$ cat src/rtl/rca_serial_adder.sv
// Serial WIDTH-bit adder: one 4-bit rca pass per cycle, LSB nibble first.
// Ports: clk, rst_n, in_valid/in_ready/a/b/cin (operands), out_valid/out_ready/sum/cout (result), busy.
// Optional macro RCA_SERIAL_SUB_EN adds input sub (1 = a - b, cout = no borrow).

module rca (
    input  logic [3:0] a,
    input  logic [3:0] b,
    input  logic       ci,
    output logic [3:0] s,
    output logic       co
);
    always_comb begin
        logic c;
        c = ci;
        s = '0;
        for (int i = 0; i < 4; i++) begin
            s[i] = a[i] ^ b[i] ^ c;
            c    = (a[i] & b[i]) | (c & (a[i] ^ b[i]));
        end
        co = c;
    end
endmodule

module rca_serial_adder #(
    parameter int WIDTH = 16
) (
    input  logic             clk,
    input  logic             rst_n,
    input  logic             in_valid,
    output logic             in_ready,
    input  logic [WIDTH-1:0] a,
    input  logic [WIDTH-1:0] b,
    input  logic             cin,
`ifdef RCA_SERIAL_SUB_EN
    input  logic             sub,
`endif
    output logic             out_valid,
    input  logic             out_ready,
    output logic [WIDTH-1:0] sum,
    output logic             cout,
    output logic             busy
);
    localparam int NIBBLES = WIDTH / 4;
    localparam int IW = (NIBBLES > 1) ? $clog2(NIBBLES) : 1;
    localparam logic [IW-1:0] LAST = IW'(NIBBLES - 1);

    typedef enum logic [1:0] {IDLE, RUN, DONE} state_t;

    state_t           state, state_nx;
    logic [IW-1:0]    idx;
    logic             carry;
    logic [WIDTH-1:0] a_reg, b_reg;
    logic [3:0]       nib_s, nib_b;
    logic             nib_co;
    logic             accept, inv_b, carry_init;

`ifdef RCA_SERIAL_SUB_EN
    logic sub_reg;
    assign inv_b      = sub_reg;
    assign carry_init = sub ? 1'b1 : cin;
`else
    assign inv_b      = 1'b0;
    assign carry_init = cin;
`endif

    assign in_ready  = (state == IDLE);
    assign busy      = (state != IDLE);
    assign out_valid = (state == DONE);
    assign accept    = in_valid && in_ready;

    // Subtraction is a + ~b + 1: invert b nibbles, preload carry with 1.
    assign nib_b = b_reg[4*idx +: 4] ^ {4{inv_b}};

    rca u_rca (
        .a  (a_reg[4*idx +: 4]),
        .b  (nib_b),
        .ci (carry),
        .s  (nib_s),
        .co (nib_co)
    );

    always_comb begin
        state_nx = state;
        unique case (state)
            IDLE: if (accept) state_nx = RUN;
            RUN:  if (idx == LAST) state_nx = DONE;
            DONE: if (out_ready) state_nx = IDLE;
            default: state_nx = IDLE;
        endcase
    end

    always_ff @(posedge clk or negedge rst_n) begin
        if (!rst_n) begin
            state <= IDLE;
            idx   <= '0;
            carry <= 1'b0;
            a_reg <= '0;
            b_reg <= '0;
            sum   <= '0;
            cout  <= 1'b0;
`ifdef RCA_SERIAL_SUB_EN
            sub_reg <= 1'b0;
`endif
        end else begin
            state <= state_nx;
            if (state == IDLE && accept) begin
                a_reg <= a;
                b_reg <= b;
                idx   <= '0;
                carry <= carry_init;
`ifdef RCA_SERIAL_SUB_EN
                sub_reg <= sub;
`endif
            end
            if (state == RUN) begin
                sum[4*idx +: 4] <= nib_s;
                carry           <= nib_co;
                if (idx == LAST) begin
                    cout <= nib_co;
                    idx  <= '0;
                end else begin
                    idx <= idx + 1'b1;
                end
            end
        end
    end
endmodule
$ cat config.mk
export PLATFORM = sky130hd
export DESIGN_NAME = rca_serial_adder
export DESIGN_NICKNAME = d
export VERILOG_FILES = /design/src/rtl/rca_serial_adder.sv
export SDC_FILE = /design/constraint.sdc
export NUM_CORES = 1
export LEC_CHECK = 0
export BUFFER_PORTS_ARGS = -buffer_cell sky130_fd_sc_hd__buf_2
export CAP_MARGIN = 20
export CELL_PAD_IN_SITES_DETAIL_PLACEMENT = 1
export CELL_PAD_IN_SITES_GLOBAL_PLACEMENT = 1
export CORE_UTILIZATION = 49
export CTS_BUF_LIST = sky130_fd_sc_hd__clkbuf_4
export DETAILED_ROUTE_END_ITERATION = 16
export PLACE_DENSITY = 0.95
export SLEW_MARGIN = 0
export SYNTH_ARGS = -nofsm -noshare
export SYNTH_HDL_FRONTEND = slang
export SYNTH_SLANG_ARGS = --single-unit
export TNS_END_PERCENT = 30
$ cat constraint.sdc
create_clock -name clk -period 4.5 [get_ports clk]
set_input_delay 0 -clock clk [delete_from_list [all_inputs] [get_ports clk]]
set_output_delay 0 -clock clk [all_outputs]
set_load 0.02 [all_outputs]
==> reports/metrics.cfg, run 1 <==
[timing]
setup_tns_ps=0
rsz0062_at_grt=false
finalMaxSlewViolations=0
fin_crit_ps=3610
tightestPinTransition_ps=964
post-route-period-util=0.802
max_freq_mhz=277
slew_headroom=0.357
setup_viol=0
finClkSkew_ps=17.7
finalHoldViolations=0

[worst_hold_path]
hold_start=cin
whs_endpoint=carry
hold_class=in2reg
hold_depth=4

[logic_synthesis]
synthDistinctLibCells=34
synth_warnings=0
synth.ff_latch_count=54
synth.cell_area_mm2=0.00271
synthCells=188
synth_edf_count=0
synth_fp_nets=235
ys.flop_type=dfrtp_1
synth-seq-area-share=0.499
avgSynthCellArea_um2=14.4
async_reset_ff_frac=1.00

[clock_network]
cts_max_level=2
cts_root_buf=clkbuf_4
cts_setup_buffers=0
clock-sinks=54
cts_tree=built
ctsHoldBuffers=35
clk_pin_slew_worst_paths_ps=160
cts_buffers=5
clk_latency_ps=400
cts_resized=0
clockBufferDepth=2

[setup_path]
worst_setup_path_end_kind=flip-flop
timing.rr.start=idx[0]
r2r_cells=9
path_class=reg2reg
reg2reg_slack_ps=890
crit_fanout=22
critical_path.reg2reg.endpoint=sum[7]
cp.required_ps=4810
cp.arrival_ps=3920
worstSetupStartpointType=flip-flop

[power_and_ir_drop]
powerDensity_mw_per_mm2=766
p_leak_nw=1.67
p_total_mw=2.63
ir_worst_vdd_mv=0.363

[grt]
track_usage=0.288
grt.overflow.total=0
grt_util_met3=0.0467
antenna_found_initial=1
grt_max_degree=55
grt_pass1_wl_mm=12.4
met1_usage=0.384
grt_pass1_vias=2150
top_usage_layer=met2
grt_util_met2=0.500

[detailed_routing]
vias=1929
remaining_drc_errors=0
routed_wl_mm=7.79
dr.pass1.iters=4
wl_per_cell_um=22.3
antenna_left=0
via_per_inst=5.53
drt-initial-drc-count=149

[placed_design]
hpwl_mm=4.31
gp_congestion=0.760
port_buffers=56

[final_layout]
fill_cells=508
syn_to_final_growth_pct=26.8
num_antenna_cells=0
multi_input_area_mm2=0.00123
drive_gt1_frac=0.394
nets=325
seq_area_mm2=0.00135

[flow_run]
drv_cap=0

[die]
ios=57
num_rows=26
start_util=0.520
die_h_um=76.3
die_w_um=76.3
dieArea_mm2=0.00582
core_mm2=0.00520

[run_status]
run_status=completed

==> through the flow <==
| step | setup slack [ps] | hold slack (ps) | instances | util | cell area [um^2] |
|---|---|---|---|---|---|
| CTS | 1000 | 17.4 | 349 | 0.659 | 3430 |
| global route | 691 | 96.7 | 349 | 0.659 | 3430 |
| detailed placement | 1040 | 165 | 306 | 0.576 | 3000 |
| floorplan | 1790 | -296 | 188 | - | 2710 |
| finish | 893 | 82.1 | 349 | 0.659 | 3430 |
| global placement | 1240 | 158 | 306 | 0.576 | 3000 |
==> placed cells by master (no fill, tap or decap), types with 2 or more instances in the layout <==
cell | synthesis | final
a22o_1 | 4 | 4
mux4_2 | 4 | 4
mux2_4 | 30 | 30
o21ai_2 | 3 | 3
nor2_1 | 2 | 2
mux2_2 | 3 | 3
clkbuf_4 | 0 | 5
nor2b_1 | 3 | 3
inv_1 | 11 | 11
buf_2 | 2 | 56
nand3b_1 | 3 | 3
o41ai_1 | 3 | 3
fa_1 | 4 | 4
nand2_1 | 20 | 20
dfrtp_1 | 54 | 54
mux4_1 | 4 | 4
o21ai_0 | 7 | 7
dlygate4sd3_1 | 0 | 35
o31ai_1 | 2 | 2
nand3_1 | 2 | 2
a21oi_1 | 2 | 2
ha_1 | 6 | 6
==> routing by layer <==
layer  wire (um)  part of all wire
met1        3340              0.43
met2        4010              0.51
met3         317             0.041
met4         110             0.014
met5          13            0.0017
==> cell usage after synthesis (3+ instances only) <==
cell type | instances | area, um^2
buf_6 | 6 | 67.6
nand2_1 | 20 | 75.1
fa_1 | 4 | 80.1
o41ai_1 | 3 | 26.3
inv_1 | 11 | 41.3
ha_1 | 6 | 75.1
nand3b_1 | 3 | 22.5
mux2_4 | 30 | 450
nor2b_1 | 3 | 18.8
a22o_1 | 4 | 35.0
dfrtp_1 | 54 | 1350
o21ai_0 | 7 | 35.0
o21ai_2 | 3 | 26.3
mux4_1 | 4 | 105
mux2_2 | 3 | 33.8
mux4_2 | 4 | 90.1
==> power breakdown <==
part           internal (mW)  total, mW  switching [mW]
Combinational          0.676       1.40           0.726
Clock                  0.118      0.286           0.167
Sequential             0.702      0.942           0.239
Total                   1.50       2.63            1.13
==> worst max path at each step <==
| stage | from | to | slack, ps |
|---|---|---|---|
| after global routing | idx[0] | sum[7] | 690 |
| after floorplan | idx[0] | sum[7] | 1790 |
| after detailed placement | idx[0] | sum[7] | 1040 |
| after CTS | idx[0] | sum[7] | 1000 |
| after global placement | idx[0] | sum[7] | 1240 |
| final | idx[0] | sum[7] | 890 |
==> cell type report <==
class / count / area share
Clock buffer: 5 / 0.0109
Timing Repair Buffer: 92 / 0.186
Multi-Input combinational cell: 114 / 0.359
Clock inverter: 3 / 0.0128
Inverter: 11 / 0.0120
Sequential cell: 54 / 0.394
Tap cell: 70 / 0.0255
==> critical path: stages (launching register included) <==
cell and delay (ps):
dfrtp_1 1010, mux4_1 660, inv_1 90, fa_1 190
fa_1 170, inv_1 70, fa_1 400, fa_1 600
nand3_1 100, o21ai_0 230
==> cell families (layout without fill, tap and decap cells) <==
kind of cell	count (synthesis)	after routing	synth area share
AOI/OAI and AO/OA	23	23	0.0592
and+or+nand+nor	40	40	0.0878
muxes	41	41	0.251
DFF	54	54	0.499
adders and majority gates	10	10	0.0573
buffers and inverters	20	111	0.0453
Note: power is estimated with default switching activity, not from simulation.
==> run 2, diff against run 1 <==
--- a/config.mk
+++ b/config.mk
@@ -9,10 +9,10 @@
 export CAP_MARGIN = 20
 export CELL_PAD_IN_SITES_DETAIL_PLACEMENT = 1
 export CELL_PAD_IN_SITES_GLOBAL_PLACEMENT = 1
-export CORE_UTILIZATION = 49
+export CORE_UTILIZATION = 46
 export CTS_BUF_LIST = sky130_fd_sc_hd__clkbuf_4
 export DETAILED_ROUTE_END_ITERATION = 16
-export PLACE_DENSITY = 0.95
+export PLACE_DENSITY = 0.9
 export SLEW_MARGIN = 0
 export SYNTH_ARGS = -nofsm -noshare
 export SYNTH_HDL_FRONTEND = slang
==> constraint.sdc (replaced) <==
create_clock -name clk -period 3.7 [get_ports clk]
set_input_delay 0 -clock clk [delete_from_list [all_inputs] [get_ports clk]]
set_output_delay 0 -clock clk [all_outputs]
set_load 0.02 [all_outputs]
==> run 2 against run 1 <==
Non-clock buffer count grew 1; sequential power grew 17%; combinational power grew 24%; first-iteration DRC count shrank 12%; global-route usage shrank 2.8 points; maximum frequency grew 18%; clock power grew 24%; routed wire length shrank 5.2%; die area grew 6.4%; power grew 21%; clock skew grew 6.3 ps; highest routed layer is now met4.
==> reports/metrics.cfg, run 2 (synthesized netlist as in run 1, its figures left out) <==
[final_layout]
stdcell_count=352  ; +0.86%
fill_cells=549  ; +8.1%
final_cell_mix=buf_2, dfrtp_1, dlygate4sd3_1, mux2_4, nand2_1
nets=326  ; +0.31%
multi_input_area_mm2=0.00123  ; unchanged
num_antenna_cells=0  ; unchanged
seq_area_mm2=0.00135  ; unchanged
drive_gt1_frac=0.396  ; +0.00216
syn_to_final_growth_pct=27.2
mostFrequentLayoutCell=buf_2

[timing]
finClkSkew_ps=23.9  ; +6.27 ps
finalHoldViolations=0  ; unchanged
fin_crit_ps=3060  ; -544 ps
rsz0062_at_grt=false
tightestPinTransition_ps=685  ; -280 ps
setup_viol=0  ; unchanged
post-route-period-util=0.828  ; +0.0262
finalMaxSlewViolations=0  ; unchanged
slew_headroom=0.544  ; +0.186
setup_tns_ps=0  ; unchanged
max_freq_mhz=326  ; +18%

[setup_path]
path_class=reg2reg
worstSetupStartpointType=flip-flop
cp.required_ps=4030  ; -780 ps
r2r_cells=9  ; unchanged
crit_chain=mux4_1, inv_1, fa_1, fa_1, inv_1, fa_1, fa_1, nand3_1, o21ai_0
crit_fanout=7  ; -68%
crit_top_cell=fa_1
timing.rr.start=idx[0]
reg2reg_slack_ps=640  ; -260 ps
critical_path.reg2reg.endpoint=sum[7]
slowest_stage=mux4_1
cp.arrival_ps=3390  ; -530 ps
critPathMaxStageDelay_ps=630  ; -380 ps
worst_setup_path_end_kind=flip-flop

[detailed_routing]
routed_wl_mm=7.39  ; -5.2%
vias=1891  ; -2.0%
wl_per_cell_um=21.0  ; -6.0%
antenna_left=0  ; unchanged
remaining_drc_errors=0  ; unchanged
drt-initial-drc-count=131  ; -12%
via_per_inst=5.37  ; -2.8%
dr.pass1.iters=6  ; +2

[grt]
antenna_found_initial=0  ; -1
grt.overflow.total=0  ; unchanged
grt_max_degree=55  ; unchanged
grt_pass1_wl_mm=11.7  ; -6.3%
grt_pass1_vias=2085  ; -3.0%
track_usage=0.261  ; -0.0278

[die]
start_util=0.486  ; -0.0344
die_h_um=78.7  ; +3.1%
num_rows=27  ; +3.8%
die_w_um=78.7  ; +3.1%
core_mm2=0.00557  ; +7.1%
ios=57  ; unchanged
dieArea_mm2=0.00619  ; +6.4%

[run_status]
run_status=completed

[power_and_ir_drop]
switchingPower_mw=1.35  ; +19%
p_comb_frac=0.544  ; +0.011
seqPwrFrac=0.345  ; -0.013
p_leak_nw=1.67  ; about the same
ir_worst_vdd_mv=0.423  ; +16%
powerDensity_mw_per_mm2=925  ; +21%
clkPwrFrac=0.112  ; +0.003
netSwitchingFraction=0.424  ; -0.00656
cellInternalPower_mw=1.83  ; +23%

[clock_network]
clk_latency_ps=400  ; about the same
cts_buffers=5  ; unchanged
clockBufferDepth=2  ; unchanged
cts_max_level=2  ; unchanged
ctsHoldBuffers=35  ; unchanged
cts_root_buf=clkbuf_4
cts_tree=built
cts_setup_buffers=0  ; unchanged
clock-sinks=54  ; unchanged
cts_resized=0  ; unchanged
clk_pin_slew_worst_paths_ps=170  ; about the same

[placed_design]
gp_congestion=0.768  ; +1.1%
placedCellCount=309  ; +0.98%
hpwl_mm=4.33  ; +0.50%
port_buffers=56  ; unchanged

[worst_hold_path]
hold_depth=4  ; unchanged
hold_class=in2reg
hold_start=cin
whs_endpoint=carry

[flow_run]
drv_cap=0  ; unchanged

-- run 2: power by group through the flow --
| stage | logic, mW | registers, mW | clock network (mW) |
|---|---|---|---|
| floorplan | 1.25 | 1.05 | 0 |
| global placement | 1.56 | 1.08 | 0 |
| detailed placement | 1.64 | 1.10 | 0 |
| CTS | 1.68 | 1.09 | 0.347 |
| global route | 1.85 | 1.13 | 0.379 |
| finish | 1.73 | 1.10 | 0.355 |
-- run 2: critical path, delay by kind of cell, from the launching register on --
kind,cells,cell delay (ps)
multiplexers,1,630
AND/OR/NAND/NOR,1,90
AO/OA/AOI/OAI,1,180
buffers and inverters,2,160
flip-flops,1,580
adder cells (fa/ha/maj),4,1360
-- run 2: per-layer routing --
metal	share of wire	vias to the layer above	global-route usage
met1	0.43	959	0.336
met3	0.035	15	0.0379
met5	0	-	0
li1	-	850	-
met2	0.52	67	0.451
met4	0.020	0	0.0852
-- run 2: layout make-up --
| type | instances | share of cell area |
|---|---|---|
| Sequential cell | 54 | 0.392 |
| Clock buffer | 6 | 0.0131 |
| Timing Repair Buffer | 93 | 0.188 |
| Multi-Input combinational cell | 114 | 0.358 |
| Inverter | 11 | 0.0120 |
| Tap cell | 72 | 0.0262 |
| Clock inverter | 2 | 0.0109 |
-- run 2: worst max path at each step --
stage,from,endpoint,slack [ps],depth (start not counted)
floorplan,idx[0],sum[7],990,10
global placement,idx[0],sum[7],880,9
detailed placement,idx[0],sum[7],750,9
CTS,idx[0],sum[7],720,9
global route,idx[0],sum[7],510,9
finish,idx[0],sum[7],640,9
-- run 2: per-stage QoR --
stage / power [mW] / setup WS [ps] / instance area (um^2) / hold slack [ps] / utilization
2_1_floorplan: 2.30 / 985 / 2710 / -296 / -
3_3_place_gp: 2.64 / 882 / 3010 / 154 / 0.540
3_5_place_dp: 2.74 / 745 / 3010 / 167 / 0.540
4_1_cts: 3.12 / 715 / 3440 / 71.1 / 0.618
5_1_grt: 3.36 / 515 / 3440 / 90.8 / 0.618
6_report: 3.19 / 637 / 3440 / 74.8 / 0.618
==> run 3, diff against run 2 <==
--- a/config.mk
+++ b/config.mk
@@ -5,14 +5,15 @@
 export SDC_FILE = /design/constraint.sdc
 export NUM_CORES = 1
 export LEC_CHECK = 0
+export ABC_AREA = 1
 export BUFFER_PORTS_ARGS = -buffer_cell sky130_fd_sc_hd__buf_2
 export CAP_MARGIN = 20
 export CELL_PAD_IN_SITES_DETAIL_PLACEMENT = 1
 export CELL_PAD_IN_SITES_GLOBAL_PLACEMENT = 1
-export CORE_UTILIZATION = 46
+export CORE_UTILIZATION = 41
 export CTS_BUF_LIST = sky130_fd_sc_hd__clkbuf_4
 export DETAILED_ROUTE_END_ITERATION = 16
-export PLACE_DENSITY = 0.9
+export PLACE_DENSITY = 0.89
 export SLEW_MARGIN = 0
 export SYNTH_ARGS = -nofsm -noshare
 export SYNTH_HDL_FRONTEND = slang
==> constraint.sdc (replaced) <==
create_clock -name clk -period 3.05 [get_ports clk]
set_input_delay 0 -clock clk [delete_from_list [all_inputs] [get_ports clk]]
set_output_delay 0 -clock clk [all_outputs]
set_load 0.02 [all_outputs]
==> run 3 against run 2 <==
First-iteration DRC count down 15%; largest power group unchanged; global-route usage down 2.0 points; sequential power up 13%; area after synthesis up 0.60%; clock skew down 11 ps; flip-flop and latch count unchanged; critical endpoint is now sum[15].
==> reports/metrics.cfg, run 3 <==
[power_and_ir_drop]
clkPwrFrac=0.089  ; -0.023
cellInternalPower_mw=1.81  ; -1.2%
seqPwrFrac=0.342  ; -0.003
p_leak_nw=1.88  ; +13%
powerDensity_mw_per_mm2=1040  ; +13%
p_comb_frac=0.569  ; +0.025
ir_worst_vdd_mv=0.450  ; +6.4%
netSwitchingFraction=0.499  ; +0.0750
switchingPower_mw=1.81  ; +34%

[clock_network]
clk_pin_slew_worst_paths_ps=160  ; about the same
cts_root_buf=clkbuf_4
cts_setup_buffers=0  ; unchanged
cts_max_level=2  ; unchanged
ctsHoldBuffers=35  ; unchanged
clock-sinks=54  ; unchanged
cts_tree=built
cts_resized=0  ; unchanged
cts_buffers=5  ; unchanged
clockBufferDepth=2  ; unchanged
clk_latency_ps=400  ; about the same

[setup_path]
reg2reg_slack_ps=230  ; -410 ps
cp.required_ps=3350  ; -680 ps
timing.rr.start=idx[0]
crit_top_cell=nand2_1
critPathMaxStageDelay_ps=470  ; -160 ps
cp.arrival_ps=3120  ; -270 ps
slowest_stage=fa_1
critical_path.reg2reg.endpoint=sum[15]
critPathTopFamily=adder cells
path_depth=13  ; +4
crit_chain=inv_1, nand2_1, nand3_1, nand2_1, fa_1, fa_1, inv_1, fa_1, fa_1, nand2_1, nor2_1, nand2_1, nand2_1
worstSetupStartpointType=flip-flop
r2r_cells=13  ; +4
crit_fanout=9  ; +2
path_class=reg2reg
worst_setup_path_end_kind=flip-flop
path_buf_inv=2  ; unchanged

[die]
die_h_um=83.5  ; +6.1%
dieArea_mm2=0.00697  ; +13%
ios=57  ; unchanged
num_rows=29  ; +7.4%
core_mm2=0.00639  ; +15%
die_w_um=83.5  ; +6.1%
start_util=0.426  ; -0.0592

[grt]
grt_max_degree=37  ; -33%
grt.overflow.total=0  ; unchanged
grt_pass1_wl_mm=13.3  ; +14%
grt_pass1_vias=2764  ; +33%
track_usage=0.240  ; -0.0203
antenna_found_initial=0  ; unchanged

[run_status]
run_status=completed

[flow_run]
drv_cap=0  ; unchanged

[logic_synthesis]
synth.cell_area_mm2=0.00272  ; +0.60%
avgSynthCellArea_um2=8.08  ; -44%
synth_area_leaders=dfrtp_1, nand2_1, nand3_1
synth.ff_latch_count=54  ; unchanged
async_reset_ff_frac=1.00  ; unchanged
synth-seq-area-share=0.496  ; -0.00298
synthCells=337  ; +79%
synth_fp_nets=384  ; +63%
synth.top_cells.by_count=nand2_1, dfrtp_1, nand3_1
synth_warnings=0  ; unchanged
ys.flop_type=dfrtp_1
yosysTopAreaCell=dfrtp_1
synthDistinctLibCells=24  ; -29%
synth_edf_count=0  ; unchanged
synth_top_area_frac=0.496  ; -0.00298
synth_most_common_cell=nand2_1

[final_layout]
mostFrequentLayoutCell=nand2_1
num_antenna_cells=0  ; unchanged
final_cell_mix=nand2_1, buf_2, dfrtp_1, nand3_1, dlygate4sd3_1
stdcell_count=504  ; +43%
fin_area_mm2=0.00347  ; +0.65%
drive_gt1_frac=0.187  ; -0.209
nets=473  ; +45%
syn_to_final_growth_pct=27.3  ; about the same

[timing]
slew_headroom=0.518  ; -0.0251
finalMaxSlewViolations=0  ; unchanged
post-route-period-util=0.925  ; +0.0968
setup_viol=0  ; unchanged
tightestPinTransition_ps=722  ; +37.7 ps
holdWs_ps=171  ; +96.0 ps
rsz0062_at_grt=false
fin_crit_ps=2820  ; -243 ps
finClkSkew_ps=13.3  ; -10.6 ps
setup_tns_ps=0  ; unchanged
max_freq_mhz=355  ; +8.6%
finalHoldViolations=0  ; unchanged

[placed_design]
placedCellCount=461  ; +49%
hpwl_mm=5.09  ; +18%
dpl_cell_area_mm2=0.00306  ; +1.7%
port_buffers=56  ; unchanged
gp_congestion=0.817  ; +6.5%

[worst_hold_path]
hold_depth=3  ; -1
hold_start=in_valid
hold_class=in2reg
whs_endpoint=b_reg[5]

[detailed_routing]
dr.pass1.iters=4  ; -2
remaining_drc_errors=0  ; unchanged
via_per_inst=5.10  ; -5.1%
drt-initial-drc-count=111  ; -15%
wl_per_cell_um=15.3  ; -27%
routed_wl_mm=7.69  ; +4.1%
vias=2570  ; +36%
antenna_left=0  ; unchanged

run 3: worst max path at each step:
stage              end  slack, ps   start
2_1_floorplan  sum[11]        330  idx[0]
6_report       sum[15]        230  idx[0]
3_3_place_gp   sum[11]        390  idx[0]
3_5_place_dp   sum[15]        250  idx[0]
4_1_cts        sum[15]        230  idx[0]
5_1_grt        sum[15]         40  idx[0]
run 3: cells by family after synthesis:
group | synth area share
simple gates | 0.348
fa+ha+maj | 0.0570
buf+inv | 0.0593
compound gates | 0.0391
flops | 0.496
run 3: cell type report:
class	count	area (um^2)
repair buffers	98	683
inverters	19	71.3
fillers	817	2920
multi-input cells	248	1210
clock inverters	3	16.3
flip-flops and latches	54	1350
well taps	77	96.3
clock buffers	5	37.5
run 3: worst register-to-register path, stage by stage (launching register included):
cell     delay, ps
dfrtp_1        400
inv_1          240
nand2_1        100
nand3_1         90
nand2_1         80
fa_1           410
fa_1           370
inv_1           80
fa_1           190
fa_1           470
nand2_1        120
nor2_1          50
nand2_1         90
nand2_1         50
run 3: power by group through the flow:
stage               Combinational [mW]  Clock, mW  Sequential, mW
finish                            2.06      0.322            1.24
detailed placement                2.01          0            1.25
floorplan                         1.37          0            1.28
CTS                               2.04      0.332            1.24
global route                      2.33      0.358            1.27
global placement                  1.88          0            1.24
run 3: through the flow:
stage | power [mW] | worst slack, ps | util
2_1_floorplan | 2.65 | 334 | -
3_3_place_gp | 3.12 | 390 | 0.479
3_5_place_dp | 3.26 | 253 | 0.479
4_1_cts | 3.61 | 230 | 0.543
5_1_grt | 3.96 | 36.7 | 0.543
6_report | 3.62 | 230 | 0.543
run 3: metal layers:
metal | global-route usage | vias up | wire length (um)
met5 | 0 | - | 0
met4 | 0.0940 | 0 | 208
met3 | 0.0445 | 19 | 351
met2 | 0.431 | 81 | 3890
met1 | 0.285 | 1230 | 3240
li1 | - | 1240 | -
